**src/rtl/audio_i2s_input.sv**
```systemverilog
// I2S capture: oversampled SCLK/LRCK/SDIN in, one stereo frame per LRCK period out.
// Define AUDIO_I2S_INPUT_FIFO_EN to buffer FIFO_DEPTH frames instead of one.
module audio_i2s_input #(
  parameter int SAMPLE_WIDTH = 16,
  parameter int FIFO_DEPTH   = 4
) (
  input  logic                    i_clock,
  input  logic                    i_reset,
  input  logic                    i_i2s_sclk,
  input  logic                    i_i2s_lrck,
  input  logic                    i_i2s_sdin,
  output logic [SAMPLE_WIDTH-1:0] o_left,
  output logic [SAMPLE_WIDTH-1:0] o_right,
  output logic                    o_valid,
  input  logic                    i_ready,
  output logic                    o_overrun,
  output logic                    o_locked
);

  localparam int CW = $clog2(SAMPLE_WIDTH + 1);
  localparam logic [0:0] S_ALIGN = 1'b0;
  localparam logic [0:0] S_RUN   = 1'b1;
  localparam logic [SAMPLE_WIDTH-1:0] TOP =
    {1'b1, {(SAMPLE_WIDTH-1){1'b0}}};

  logic sclk_meta_q, sclk_sync_q, sclk_hist_q;
  logic lrck_meta_q, lrck_sync_q;
  logic sdin_meta_q, sdin_sync_q;
  logic rise;

  logic [0:0]              state_q, state_d;
  logic                    lr_prev_q, lr_prev_d;
  logic [CW-1:0]           bitcnt_q, bitcnt_d;
  logic [SAMPLE_WIDTH-1:0] shift_q, shift_d;
  logic [SAMPLE_WIDTH-1:0] left_hold_q, left_hold_d;
  logic                    left_ok_q, left_ok_d;
  logic                    locked_q, locked_d;
  logic [SAMPLE_WIDTH-1:0] word;
  logic                    frame_done;

  // Two-flop synchronisers; sclk gets a history flop for edge detection
  always_ff @(posedge i_clock or posedge i_reset) begin
    if (i_reset) begin
      sclk_meta_q <= 1'b0;
      sclk_sync_q <= 1'b0;
      sclk_hist_q <= 1'b0;
      lrck_meta_q <= 1'b0;
      lrck_sync_q <= 1'b0;
      sdin_meta_q <= 1'b0;
      sdin_sync_q <= 1'b0;
    end else begin
      sclk_meta_q <= i_i2s_sclk;
      sclk_sync_q <= sclk_meta_q;
      sclk_hist_q <= sclk_sync_q;
      lrck_meta_q <= i_i2s_lrck;
      lrck_sync_q <= lrck_meta_q;
      sdin_meta_q <= i_i2s_sdin;
      sdin_sync_q <= sdin_meta_q;
    end
  end

  assign rise = sclk_sync_q & ~sclk_hist_q;

  // Alignment and deserialiser; a frame needs a left word seen since lock
  always_comb begin
    state_d     = state_q;
    lr_prev_d   = lr_prev_q;
    bitcnt_d    = bitcnt_q;
    shift_d     = shift_q;
    left_hold_d = left_hold_q;
    left_ok_d   = left_ok_q;
    locked_d    = locked_q;
    word        = shift_q;
    frame_done  = 1'b0;
    if (rise) begin
      lr_prev_d = lrck_sync_q;
      if (state_q == S_ALIGN) begin
        if (lrck_sync_q != lr_prev_q) begin
          state_d   = S_RUN;
          bitcnt_d  = '0;
          shift_d   = '0;
          left_ok_d = 1'b0;
          locked_d  = 1'b1;
        end
      end else begin
        if (bitcnt_q < CW'(SAMPLE_WIDTH)) begin
          if (sdin_sync_q) begin
            word = shift_q | (TOP >> bitcnt_q);
          end
          bitcnt_d = bitcnt_q + CW'(1);
        end
        shift_d = word;
        if (lrck_sync_q != lr_prev_q) begin
          bitcnt_d = '0;
          shift_d  = '0;
          if (!lr_prev_q) begin
            left_hold_d = word;
            left_ok_d   = 1'b1;
          end else begin
            frame_done = left_ok_q;
            left_ok_d  = 1'b0;
          end
        end
      end
    end
  end

  // Receiver state registers
  always_ff @(posedge i_clock or posedge i_reset) begin
    if (i_reset) begin
      state_q     <= S_ALIGN;
      lr_prev_q   <= 1'b0;
      bitcnt_q    <= '0;
      shift_q     <= '0;
      left_hold_q <= '0;
      left_ok_q   <= 1'b0;
      locked_q    <= 1'b0;
    end else begin
      state_q     <= state_d;
      lr_prev_q   <= lr_prev_d;
      bitcnt_q    <= bitcnt_d;
      shift_q     <= shift_d;
      left_hold_q <= left_hold_d;
      left_ok_q   <= left_ok_d;
      locked_q    <= locked_d;
    end
  end

  assign o_locked = locked_q;

`ifdef AUDIO_I2S_INPUT_FIFO_EN
  localparam int AW = (FIFO_DEPTH > 1) ? $clog2(FIFO_DEPTH) : 1;

  logic [2*SAMPLE_WIDTH-1:0] mem_q [FIFO_DEPTH];
  logic [AW:0]               wptr_q, rptr_q;
  logic                      empty, full, pop, push;
  logic                      ovr_q;

  assign empty = (wptr_q == rptr_q);
  assign full  = (wptr_q[AW] != rptr_q[AW]) &&
                 (wptr_q[AW-1:0] == rptr_q[AW-1:0]);
  assign pop   = !empty && i_ready;
  assign push  = frame_done && (!full || pop);

  // Frame FIFO; a push into a full FIFO without a pop is dropped
  always_ff @(posedge i_clock or posedge i_reset) begin
    if (i_reset) begin
      for (int i = 0; i < FIFO_DEPTH; i++) begin
        mem_q[i] <= '0;
      end
      wptr_q <= '0;
      rptr_q <= '0;
      ovr_q  <= 1'b0;
    end else begin
      ovr_q <= frame_done && full && !pop;
      if (push) begin
        mem_q[wptr_q[AW-1:0]] <= {left_hold_q, word};
        wptr_q <= wptr_q + 1'b1;
      end
      if (pop) begin
        rptr_q <= rptr_q + 1'b1;
      end
    end
  end

  assign {o_left, o_right} = mem_q[rptr_q[AW-1:0]];
  assign o_valid   = !empty;
  assign o_overrun = ovr_q;
`else
  logic [SAMPLE_WIDTH-1:0] left_q, right_q;
  logic                    valid_q, ovr_q;

  // Single output register; a frame arriving while one is held is dropped
  always_ff @(posedge i_clock or posedge i_reset) begin
    if (i_reset) begin
      left_q  <= '0;
      right_q <= '0;
      valid_q <= 1'b0;
      ovr_q   <= 1'b0;
    end else begin
      ovr_q <= 1'b0;
      if (frame_done && (!valid_q || i_ready)) begin
        left_q  <= left_hold_q;
        right_q <= word;
        valid_q <= 1'b1;
      end else if (frame_done) begin
        ovr_q <= 1'b1;
      end else if (valid_q && i_ready) begin
        valid_q <= 1'b0;
      end
    end
  end

  assign o_left    = left_q;
  assign o_right   = right_q;
  assign o_valid   = valid_q;
  assign o_overrun = ovr_q;
`endif

endmodule

```
**config.mk**
```make
export PLATFORM = sky130hd
export DESIGN_NAME = audio_i2s_input
export DESIGN_NICKNAME = d
export VERILOG_FILES = /design/src/rtl/audio_i2s_input.sv
export SDC_FILE = /design/constraint.sdc
export NUM_CORES = 1
export LEC_CHECK = 0
export ABC_AREA = 1
export ABC_CLOCK_PERIOD_IN_PS = 4100
export CAP_MARGIN = 20
export CORE_MARGIN = 5
export CORE_UTILIZATION = 58
export CTS_BUF_LIST = sky130_fd_sc_hd__clkbuf_4 sky130_fd_sc_hd__clkbuf_8
export DETAILED_ROUTE_END_ITERATION = 7
export PLACE_DENSITY = 0.82
export SLEW_MARGIN = 20
export SYNTH_ARGS = -nofsm -noshare
export SYNTH_HDL_FRONTEND = slang
export SYNTH_SLANG_ARGS = --single-unit
```
**constraint.sdc**
```tcl
create_clock -name i_clock -period 4.1 [get_ports i_clock]
set_clock_uncertainty 0.15 [all_clocks]
set_input_delay 1.025 -clock i_clock [delete_from_list [all_inputs] [get_ports i_clock]]
set_output_delay 1.025 -clock i_clock [all_outputs]
set_load 0.1 [all_outputs]
```
---- After elaboration in Yosys (flattened, before gate mapping) ----
Index checks and enable logic that the tools add are counted.
cells by class
  shift operators ......................... 1
  equal/unequal tests ..................... 2
  reductions and logical operators ........ 13
  muxes and demuxes ....................... 26
  bitwise logic cells ..................... 5
  order comparisons ....................... 1
  add/subtract/negate cells ............... 1
operators by type and width
  operator               count
  $mux 16                7
  $mux 5                 4
  $or 16x16->16          1
  $shr 16x5->16 const A  1
  $mux 1                 15
  $reduce_and 2->1       3
  $reduce_and 3->1       2
  $reduce_bool 2->1      3
  $add 5x1->5 const B    1
  $lt 5x5->1 const B     1
  $reduce_and 4->1       1
  $not 1->1              3
  $logic_and 1x1->1      2
  $ne 2x1->1 const B     1
  $and 1x1->1            1
  $logic_not 1->1        1
  $logic_or 1x1->1       1
  $ne 1x1->1             1
word-level totals
  logic and storage cells ................. 67
  output and inout port bits .............. 35
  register bits after elaboration ......... 82
  input port bits ......................... 6

---- Logic depth before layout (Yosys ltp) ----
  depth after elaboration ................. 7
  depth in mapped cells ................... 8
  mapped depth without buffers ............ 8

---- Least setup slack after synthesis ----
OpenSTA, ideal clock, no wires.
  path kind ............................... register to output
  start ................................... register left_q[0] (netlist: o_left[0])
  end ..................................... output o_left[0]
  path buffers ............................ 0
  arrival ................................. 898 ps
  data required time ...................... 2925 ps
  setup slack ............................. 2027 ps
  cell stages (with the launch flop) ...... 1
  cell sequence ........................... dfrtp_1
RTL lines
  element                 line  RTL
  start, declared         170   logic [SAMPLE_WIDTH-1:0] left_q, right_q;
  start signal, assigned  183   left_q <= left_hold_q;
  end, declared           12    output logic [SAMPLE_WIDTH-1:0] o_left,
No word-level cell between the ends.

---- Final worst setup path ----
  start ................................... register left_q[13] (netlist: o_left[13])
  end ..................................... output o_left[13]
No word-level cell between the ends.

==> results.sh <==
export IMPL_run_status="finished clean"
export IMPL_htreeDepth=3
export IMPL_place_hpwl_um=5280
export IMPL_synth_distinct_cells=28
export IMPL_core_area_um2=6390
export IMPL_io_pins=41
export IMPL_yosysTopAreaCell="dfrtp_1"
export IMPL_timing_final_ws_setup_ns=1.07
export IMPL_post_route_period_util=0.740
export IMPL_die_h_um=91.3
export IMPL_p_leak_nw=2.12
export IMPL_die_x_um=91.3
export IMPL_grt_pass1_wl_um=13200
export IMPL_fin_util=0.695
export IMPL_drive_above_1_share=0.132
export IMPL_wl_per_cell_um=14.3
export IMPL_rsz0062_at_grt="false"
export IMPL_num_rows=29
export IMPL_placedInstanceArea_um2=4230
export IMPL_clk_latency_ns=0.35
export IMPL_yosysTopAreaCellShare=0.535
export IMPL_max_stage_delay_ns=1.14
export IMPL_finalSetupTns_ns=0
export IMPL_postLayoutCellArea_um2=4440
export IMPL_start_kind="flip-flop"
export IMPL_clkSinkCount=82
export IMPL_max_freq_mhz=329
export IMPL_antenna_left=0
export IMPL_path_cells="clkdlybuf4s50_1"
export IMPL_grt_ovfl_total=0
export IMPL_routed_wl_um=7800
export IMPL_syn_area_um2=3830
export IMPL_drv_slew=0
export IMPL_grt_max_degree=52
export IMPL_worst_ep_arrival_time_ns=1.86
export IMPL_period_needed_ns=3.03
export IMPL_cts_tree="yes"
export IMPL_power_density_nw_per_um2=405
export IMPL_critPathRequiredTime_ns=2.92
export IMPL_slew_limit_headroom=0.341
export IMPL_initial_utilization=0.600
export IMPL_synth_edf_count=0
export IMPL_drtIter0Drc=130
export IMPL_grt_pass1_vias=2856
export IMPL_drv_cap=0
export IMPL_cts_buffers=9
export IMPL_clockBufferDepth=2
export IMPL_cpLargestDelayFamily="buffers and inverters"
export IMPL_critPathCaptureType="output port"
export IMPL_cts_clk_slew_worst_paths_ns=0.08
export IMPL_synth_area_leaders="dfrtp_1 (54%), nand2_1 (16%), inv_1 (3.7%)"
export IMPL_path_class="flip-flop to output port"
export IMPL_vias=2896
export IMPL_ys_seq_area_frac=0.535
export IMPL_syn_inst=426
export IMPL_area_delta_synth_final_pct=15.8
export IMPL_finalSetupViolations=0
export IMPL_dp_slack_ns=1.40
export IMPL_diodes=0
export IMPL_vias_per_cell=5.30
export IMPL_dieArea_um2=8340
export IMPL_drt_first_pass_iters=5
export IMPL_synth_most_common_cell="nand2_1"
export IMPL_crit_buf_inv=1
export IMPL_postSynthAreaPerCell_um2=9.00
export IMPL_antenna_found_initial=0
export IMPL_ys_warn_count=0
export IMPL_ys_seq_elements=82
export IMPL_gp_congestion=0.813
export IMPL_finalNetCount=476
export IMPL_drc=0
export IMPL_reg2reg_setup_slack_ns=2.11
export IMPL_tightestPinTransition_ns=0.985
export IMPL_cts_resized=0
export IMPL_post_cts_repair_setup_buffers=0
export IMPL_peakVddDrop_mv=0.343
export IMPL_synth_ff_type="dfrtp_1"
export IMPL_crit_fanout=2
export IMPL_synthArstFlopShare=1.00
export IMPL_hold_class="flip-flop to flip-flop"
export IMPL_cts_hold_buffers_added=0
export IMPL_ctsRootBufferMaster="clkbuf_8"
export IMPL_hold_slack_ns=0.200
export IMPL_hold_viol=0
export IMPL_io_buffers=40
export IMPL_synth_top_cells_by_count="nand2_1 (159), dfrtp_1 (82), inv_1 (38)"
export IMPL_grtUsageTotal=0.196
export IMPL_syn_nets=438
export IMPL_slowest_stage="clkdlybuf4s50_1"
report_power, final:
part,leakage [nW],total (mW),switching (mW),internal [mW]
Clock,0.102,0.610,0.294,0.317
Sequential,1.11,0.883,0.0346,0.849
Combinational,0.909,0.305,0.227,0.0780
cell type report:
cell class | count | area [um2]
clock buffer | 11 | 151
clock inverter | 5 | 62.6
fill | 494 | 1950
inverter | 42 | 161
multi-input combinational | 287 | 1490
sequential | 82 | 2050
tap | 77 | 96.3
timing repair buffer | 42 | 428
cells by family (layout without fill, tap and decap cells):
family	after synthesis	in the layout	synth area share
and+or+nand+nor	223	223	0.261
buffers and inverters	57	100	0.0767
DFF	82	82	0.535
xor gates and xnor gates	1	1	0.00229
adders and majority gates	6	6	0.0196
AOI/OAI and AO/OA	57	57	0.105
per-layer routing:
layer,GRT usage,up-vias,part of all wire
met2,0.337,82,0.50
met5,0,-,0
met1,0.249,1384,0.42
met4,0.0819,0,0.024
li1,-,1413,-
met3,0.0281,17,0.052
flip-flops by register name (all words and copies together) (netlist names), 5 cells and up:
register and cells:
shift_q 16, o_left 16, o_right 16, left_hold_q 16, bitcnt_q 5
through the flow:
step	power (mW)	cells
after CTS	1.81	546
after floorplan	1.13	426
after detailed placement	1.20	530
after global routing	1.88	546
final	1.80	546
after global placement	1.19	530
placed cells by master, fill, tap and decap left out, drive strengths merged:
cell type      count
nand3             25
bufinv             1
buf                2
clkinvlp           2
clkdlybuf4s50     40
inv               41
xor2               1
a21boi             9
o21ai             42
nand4              5
dfrtp             82
o21bai             1
nor2              27
clkinv             3
ha                 6
clkbuf            11
a21oi              5
nand2            165
nor3               1
final timing paths:
path | from | endpoint | cells past startpoint
setup / recovery | o_left[13] | o_left[13] | 1
hold / removal | lrck_meta_q | lrck_sync_q | 0
setup reg to reg | sclk_hist_q | left_hold_q[6] | 6
hold reg to reg | lrck_meta_q | lrck_sync_q | 0
max in group asynchronous | i_reset | bitcnt_q[2] | 3
min in group asynchronous | i_reset | o_left[9] | 2
Note: power is estimated with default switching activity, not from simulation.
